[src/rtl/mem_copy_master.sv]
// rtl/mem_copy_master.sv - bus initiator copying a block of words between address ranges
module mem_copy_master #(
    parameter int ADDR_W = 9,
    parameter int DATA_W = 16,
    parameter int CNT_W  = 8
) (
    input  logic              clk,
    input  logic              reset,
    input  logic              start,
    input  logic [ADDR_W-1:0] src_addr,
    input  logic [ADDR_W-1:0] dst_addr,
    input  logic [CNT_W-1:0]  count,
    input  logic [DATA_W-1:0] read_data,
    output logic [1:0]        mem_cmd,
    output logic [ADDR_W-1:0] mem_addr,
    output logic [DATA_W-1:0] write_data,
    output logic              busy,
    output logic              done
);

    localparam logic [1:0] MNONE  = 2'b00;
    localparam logic [1:0] MREAD  = 2'b01;
    localparam logic [1:0] MWRITE = 2'b10;

    localparam logic [ADDR_W-1:0] ADDR_ONE = ADDR_W'(1);
    localparam logic [CNT_W-1:0]  CNT_ONE  = CNT_W'(1);

    typedef enum logic [2:0] {
        S_IDLE,
        S_RD_ADDR,
        S_RD_DATA,
        S_WRITE,
        S_DONE
    } state_t;

    state_t            state_q;
    state_t            state_d;
    logic [ADDR_W-1:0] src_q;
    logic [ADDR_W-1:0] dst_q;
    logic [CNT_W-1:0]  remaining;
    logic [DATA_W-1:0] data_q;

    always_ff @(posedge clk or negedge reset) begin
        if (!reset) begin
            state_q   <= S_IDLE;
            src_q     <= '0;
            dst_q     <= '0;
            remaining <= '0;
            data_q    <= '0;
        end else begin
            state_q <= state_d;
            case (state_q)
                S_IDLE: begin
                    if (start) begin
                        src_q     <= src_addr;
                        dst_q     <= dst_addr;
                        remaining <= count;
                    end
                end
                S_RD_DATA: data_q <= read_data;
                S_WRITE: begin
                    src_q     <= src_q + ADDR_ONE;
                    dst_q     <= dst_q + ADDR_ONE;
                    remaining <= remaining - CNT_ONE;
                end
                default: ;
            endcase
        end
    end

    // Outputs depend only on registered state, never on the inputs directly.
    always_comb begin
        state_d  = state_q;
        mem_cmd  = MNONE;
        mem_addr = '0;
        done     = 1'b0;
        case (state_q)
            S_IDLE: begin
                if (start) begin
                    state_d = (count != '0) ? S_RD_ADDR : S_DONE;
                end
            end
            S_RD_ADDR: begin
                mem_cmd  = MREAD;
                mem_addr = src_q;
                state_d  = S_RD_DATA;
            end
            S_RD_DATA: begin
                mem_cmd  = MREAD;
                mem_addr = src_q;
                state_d  = S_WRITE;
            end
            S_WRITE: begin
                mem_cmd  = MWRITE;
                mem_addr = dst_q;
                state_d  = (remaining > CNT_ONE) ? S_RD_ADDR : S_DONE;
            end
            S_DONE: begin
                done    = 1'b1;
                state_d = S_IDLE;
            end
            default: state_d = S_IDLE;
        endcase
    end

    assign busy       = (state_q != S_IDLE);
    assign write_data = data_q;

endmodule
[config.mk]
export PLATFORM = sky130hd
export DESIGN_NAME = mem_copy_master
export DESIGN_NICKNAME = d
export VERILOG_FILES = /design/src/rtl/mem_copy_master.sv
export SDC_FILE = /design/constraint.sdc
export NUM_CORES = 1
export LEC_CHECK = 0
export ABC_AREA = 1
export BUFFER_PORTS_ARGS = -buffer_cell sky130_fd_sc_hd__buf_4
export CAP_MARGIN = 5
export CORE_MARGIN = 10
export CORE_UTILIZATION = 45
export CTS_BUF_LIST = sky130_fd_sc_hd__clkbuf_16
export DETAILED_ROUTE_END_ITERATION = 12
export GPL_TIMING_DRIVEN = 0
export PLACE_DENSITY = 0.75
export SLEW_MARGIN = 20
export SYNTH_ARGS = -nofsm -noshare
export SYNTH_HDL_FRONTEND = slang
export SYNTH_SLANG_ARGS = --single-unit
[constraint.sdc]
create_clock -name clk -period 1.4 [get_ports clk]
set_input_delay 0.14 -clock clk [delete_from_list [all_inputs] [get_ports clk]]
set_output_delay 0.14 -clock clk [all_outputs]
set_load 0.1 [all_outputs]
# Word-level counts from Yosys, hierarchy flattened
# Index checks and enable logic that the tools add are counted.
[word_totals]
output_inout_bits = 29
in_bits = 45
elab_cells = 33
memories = 0
latch_bits = 0
mem_bits_ro = 0
register_bits = 45
ram_bits = 0
[classes]
eq_ne = 5
shift = 0
n_div = 0
n_mul = 0
bitwise_logic = 0
add_sub_neg = 3
n_mux = 13
n_reduce_logical = 6
order_cmp = 1
[ops]
columns = ["op", "count"]
rows = [
  ["case mux 9 bit (2 select lines)", 3],
  ["adder 9 x 1 -> 9 bit (second input constant)", 2],
  ["two-way mux 9 bit", 2],
  ["case mux 8 bit (2 select lines)", 1],
  ["case mux 3 bit (4 select lines)", 1],
  ["two-way mux 3 bit", 3],
  ["greater-than comparator 8 x 1 -> 1 bit (second input constant)", 1],
  ["two-way mux 8 bit", 1],
  ["nonzero test 8 bit", 1],
  ["subtractor 8 x 1 -> 8 bit (second input constant)", 1],
  ["== test 3 x 2 -> 1 bit (second input constant)", 2],
  ["case mux 2 bit (2 select lines)", 1],
  ["== test 3 x 1 -> 1 bit (second input constant)", 1],
  ["== test 3 bit (second input constant)", 1],
  ["zero test 3 bit", 1],
  ["nonzero test 3 bit", 1],
  ["!= test 2 bit (second input constant)", 1],
  ["AND reduction 2 bit", 1],
  ["nonzero test 2 bit", 1],
  ["OR reduction 2 bit", 1],
  ["two-way mux 1 bit", 1],
]

# Depth between registers and ports, before layout
[depth]
word_depth = 4
mapped_depth = 9
ltp_nobuf = 9

# Worst setup path after synthesis
# OpenSTA, ideal clock, no wires.
[synth_path]
kind = "register to output"
start = "register state_q[2]"
end = "output port mem_addr[4]"
arrival_time_ns = 2.917
required_ns = 1.260
path_buffers = 1
path_slack_ns = -1.657
stages_incl_launch_ff = 5
path_cell_list = "dfrtp_1 -> inv_2 -> nand3_2 -> clkbuf_1 -> o21ai_0"
[synth_via]
elab_chain_cells = 3
elab_cells_between_ends = 5
cone_classes = "3 x eq/ne; 1 x mux; 1 x reduce/logical"
[synth_rtl]
columns = ["item", "line", "rtl"]
rows = [
  ["from (decl)", "36", "state_t state_q;"],
  ["from (signal assigned)", "51", "state_q <= state_d;"],
  ["== test 3 x 2 -> 1 bit or == test 3 x 1 -> 1 bit (tied branches)", "77", "case (state_q)"],
  ["OR reduction 2 bit (no line)", "--", ""],
  ["case mux 9 bit (2 select lines) *", "77", ""],
  ["to (decl)", "15", "output logic [ADDR_W-1:0] mem_addr,"],
]
# Mark *: on every way between the ends. The rest lies on a longest branch, timed or not.

# Worst setup path in the final report
[layout_path]
start = "register state_q[1]"
end = "output port mem_addr[1]"
# Same word-level chain as after synthesis.

==> run summary <==
The flow ran to the end, but the final reports show violations. The final reports fail on setup timing. A synthesized cell averages 7.54 sq um.

For the total wire length after detailed routing, the log shows 10200 um. The share of synthesized area occupied by flip-flops and latches is 43.3%. Summing all multi-input logic gate instances after layout gives 0.00153 sq mm. The fmax was 0.573 GHz; the starting density of the core was 46.9%.

In this run the core area contains 27 standard-cell rows. Timing endpoint of the critical path: mem_addr[1]. The signal on the critical path passes through nor2_4 -> inv_2 -> nand3_4 -> clkinvlp_4 -> a22o_4 -> buf_12. Cell at the root of the clock tree: sky130_fd_sc_hd__clkbuf_16.

Registers take 0.00113 sq mm. Leaving out filler cells and counting taps, the final layout contains 533. After the first detailed-routing iteration, the DRC count stood at 350. At the later pin of the worst-skew pair, clock insertion delay measures 290 ps. For the via count of the first global-routing pass, the log shows 3046. Leaving out fill and tap cells, the most frequent cells in the layout are sky130_fd_sc_hd__nand2_1 (89), sky130_fd_sc_hd__buf_4 (88), sky130_fd_sc_hd__nor2_1 (53), sky130_fd_sc_hd__dfrtp_1 (40), sky130_fd_sc_hd__inv_1 (26).

The logs give 0 for the initial antenna violation count and 32 for the count of distinct cell types in the synthesized netlist. The layout has 370 filler cells. The count of buffers added on input and output ports is 73. The synthesized net count is 394. The tools report the type of element capturing the critical path as an output port. The synthesized netlist cell count is 345, and the worst-case setup slack after placement is -326 ps. The number of setup violations in the final report was 47.

The total number of yosys warnings is 0. Counting flops and latches in the post-synthesis netlist gives 45. The repair_antennas step left the layout with diodes totalling 0.

The slowest stage of the critical path is the sky130_fd_sc_hd__dfrtp_2 cell. Total track usage: 20.5%. The number of cells on the worst reg-to-reg path works out to 8.

The final hold violation count was 0; the required time of the critical path was 1260 ps. The x dimension of the die works out to 96.0 um. The global-route wire length before repair is 14800 um. The worst setup path is of the flip-flop to output port kind. Die boundary height: 96.0 um. The destination of the worst register-to-register timing path is dst_q[7].

The total die area was 0.00922 sq mm; the final critical-path share of the clock period was 125%. The worst-case register-to-register setup slack was -260 ps; the max-capacitance violation count was 0. The count of nets after finishing is 509, and the number of top-level pins is 74. The number of buffers on the longest clock path came out at 2.

Clock tree synthesis found a total of 45 sinks. The layout overhead on the synthesized area was 65.2%. The per-cell via count in the routed design is 5.69. Clock buffer count from CTS: 5. The cell family contributing the most delay on the critical path is flip-flops. For the worst setup margin, the log shows -345 ps. The count of cell instances traversed by the critical path is 6, and the maximum number of pins on one net before global-route repair is 46. The startpoint identified for the worst register-to-register timing path is state_q[1]. Setup repair after global routing could not meet its margin everywhere. The worst path needs 1740 ps of the cycle, external delays included. The detail route stage leaves a number of antenna-violating nets equal to 0. TritonCTS built the clock tree. The total DRC errors in the routed layout came out at 0. Clock-pin slew was measured on the worst setup and hold paths at 60 ps. The data arrival at the endpoint of the critical path is 1600 ps, and the delay of the slowest cell on the worst path is 450 ps. The ratio of cells with drive above 1 in the final layout was 40.3%.

The top fanout value on the critical path was 4. The total number of vias is 3031. The library cell used most frequently in the layout, excluding fill and tap cells, is sky130_fd_sc_hd__nand2_1. The normalized max-slew margin is 60.4%. The origin of the worst setup path is state_q[1].

The classification of the worst-slack hold path was primary input to flip-flop. The congestion estimate from routability-driven global placement came to 0.857. In the final routed layout, each cell accounts on average for 19.1 um.

At the pin with the least slew margin, the transition time is 593 ps. The mapped netlist covers 0.00260 sq mm. Cell count after placement: 490.

Kind of launch point of the worst setup path: a flip-flop. The floorplan core area was 0.00554 sq mm; the total overflow reported by the global router was 0. For the final database, setup skew stands at 5.04 ps. Summed over all nets, the half-perimeter wirelength after detailed placement is 5840 um. The tools report the first-pass iteration count of the detailed router as 5. Counting both buffers and inverters, the worst setup path holds a total of 3. Number of slew-limit violations in the final report: 0. CTS built an H-tree with a depth of 2.
-- per-stage QoR --
| step | TNS (ps) | hold slack, ps | cell area, sq um | util (%) |
|---|---|---|---|---|
| after floorplan | -4760 | -156 | 2690 | - |
| after global placement | -4140 | 194 | 3330 | 60.1 |
| after detailed placement | -5410 | 184 | 3330 | 60.1 |
| after CTS | -3600 | 59.0 | 4150 | 75.0 |
| after global routing | -8700 | 55.8 | 4290 | 77.5 |
| final | -6670 | 58.2 | 4290 | 77.5 |
-- metal layers --
metal	up-vias	global-route usage, %	share of wire (%)
met3	51	7.78	12
li1	1344	-	-
met5	-	0	0
met4	0	8.48	4.2
met2	213	34.6	48
met1	1423	22.5	37
-- cells in the mapped netlist (all sizes together) --
cell	instances	area share (%)
a21oi	3	0.58
o211ai	5	1.4
clkinv	1	0.14
dfrtp	45	43
or2	2	0.48
a31oi	4	0.96
mux2	16	6.9
o21ai	22	4.2
ha	4	1.9
nor2	64	9.4
inv	32	4.6
a22oi	1	0.29
a22o	2	0.67
o21bai	1	0.29
nor3	1	0.19
buf	10	2.5
clkbuf	1	0.14
o31ai	1	0.29
o22ai	4	0.96
nand2	96	14
nand3	25	5.2
xnor2	1	0.34
nand4	3	0.72
o21a	1	0.29
-- kinds of logic (layout without fill, tap and decap cells) --
group                    count (synthesis)  after routing  synth area share, %
AO/OA/AOI/OAI                           44             44                 10.0
multiplexers                            16             16                 6.93
adder cells (fa/ha/maj)                  4              4                 1.93
buffers and inverters                   44            160                 7.41
flip-flops                              45             45                 43.3
AND/OR/NAND/NOR                        191            191                 30.1
XOR/XNOR                                 1              1                0.337
-- worst min path at each step --
stage / slack, ps / startpoint / to / cells past startpoint
after floorplan: -160 / reset / dst_q[0] / 0
after global placement: 190 / reset / remaining[5] / 1
after detailed placement: 180 / reset / remaining[6] / 1
after CTS: 60 / read_data[9] / write_data[9] / 2
after global routing: 60 / read_data[8] / write_data[8] / 2
final: 60 / read_data[14] / write_data[14] / 2
-- area by class of cell --
type	count	area share (%)
clock inverter	3	1.52
timing repair buffer	109	25.3
sequential	45	26.4
tap	72	2.10
buffer	10	3.12
inverter	33	3.15
clock buffer	5	2.91
multi-input combinational	256	35.6
-- sequential cells by signal, indices dropped and copies added (netlist names) --
name,flops
dst_q,9
remaining,8
src_q,9
state_q,3
write_data,16
-- what timing repair did --
| item | CTS | global route |
|---|---|---|
| gates cloned | 3 | 1 |
| hold buffers | 1 | 0 |
| endpoints found under the setup margin | 48 | 49 |
| pin swaps | 10 | 6 |
| setup buffers | 23 | 10 |
| hold endpoints to repair | 45 | 0 |
| resized for setup | 88 | 24 |
Power is not shown: default switching activity piles up to over one toggle a cycle in this logic, so the estimate is an artifact.
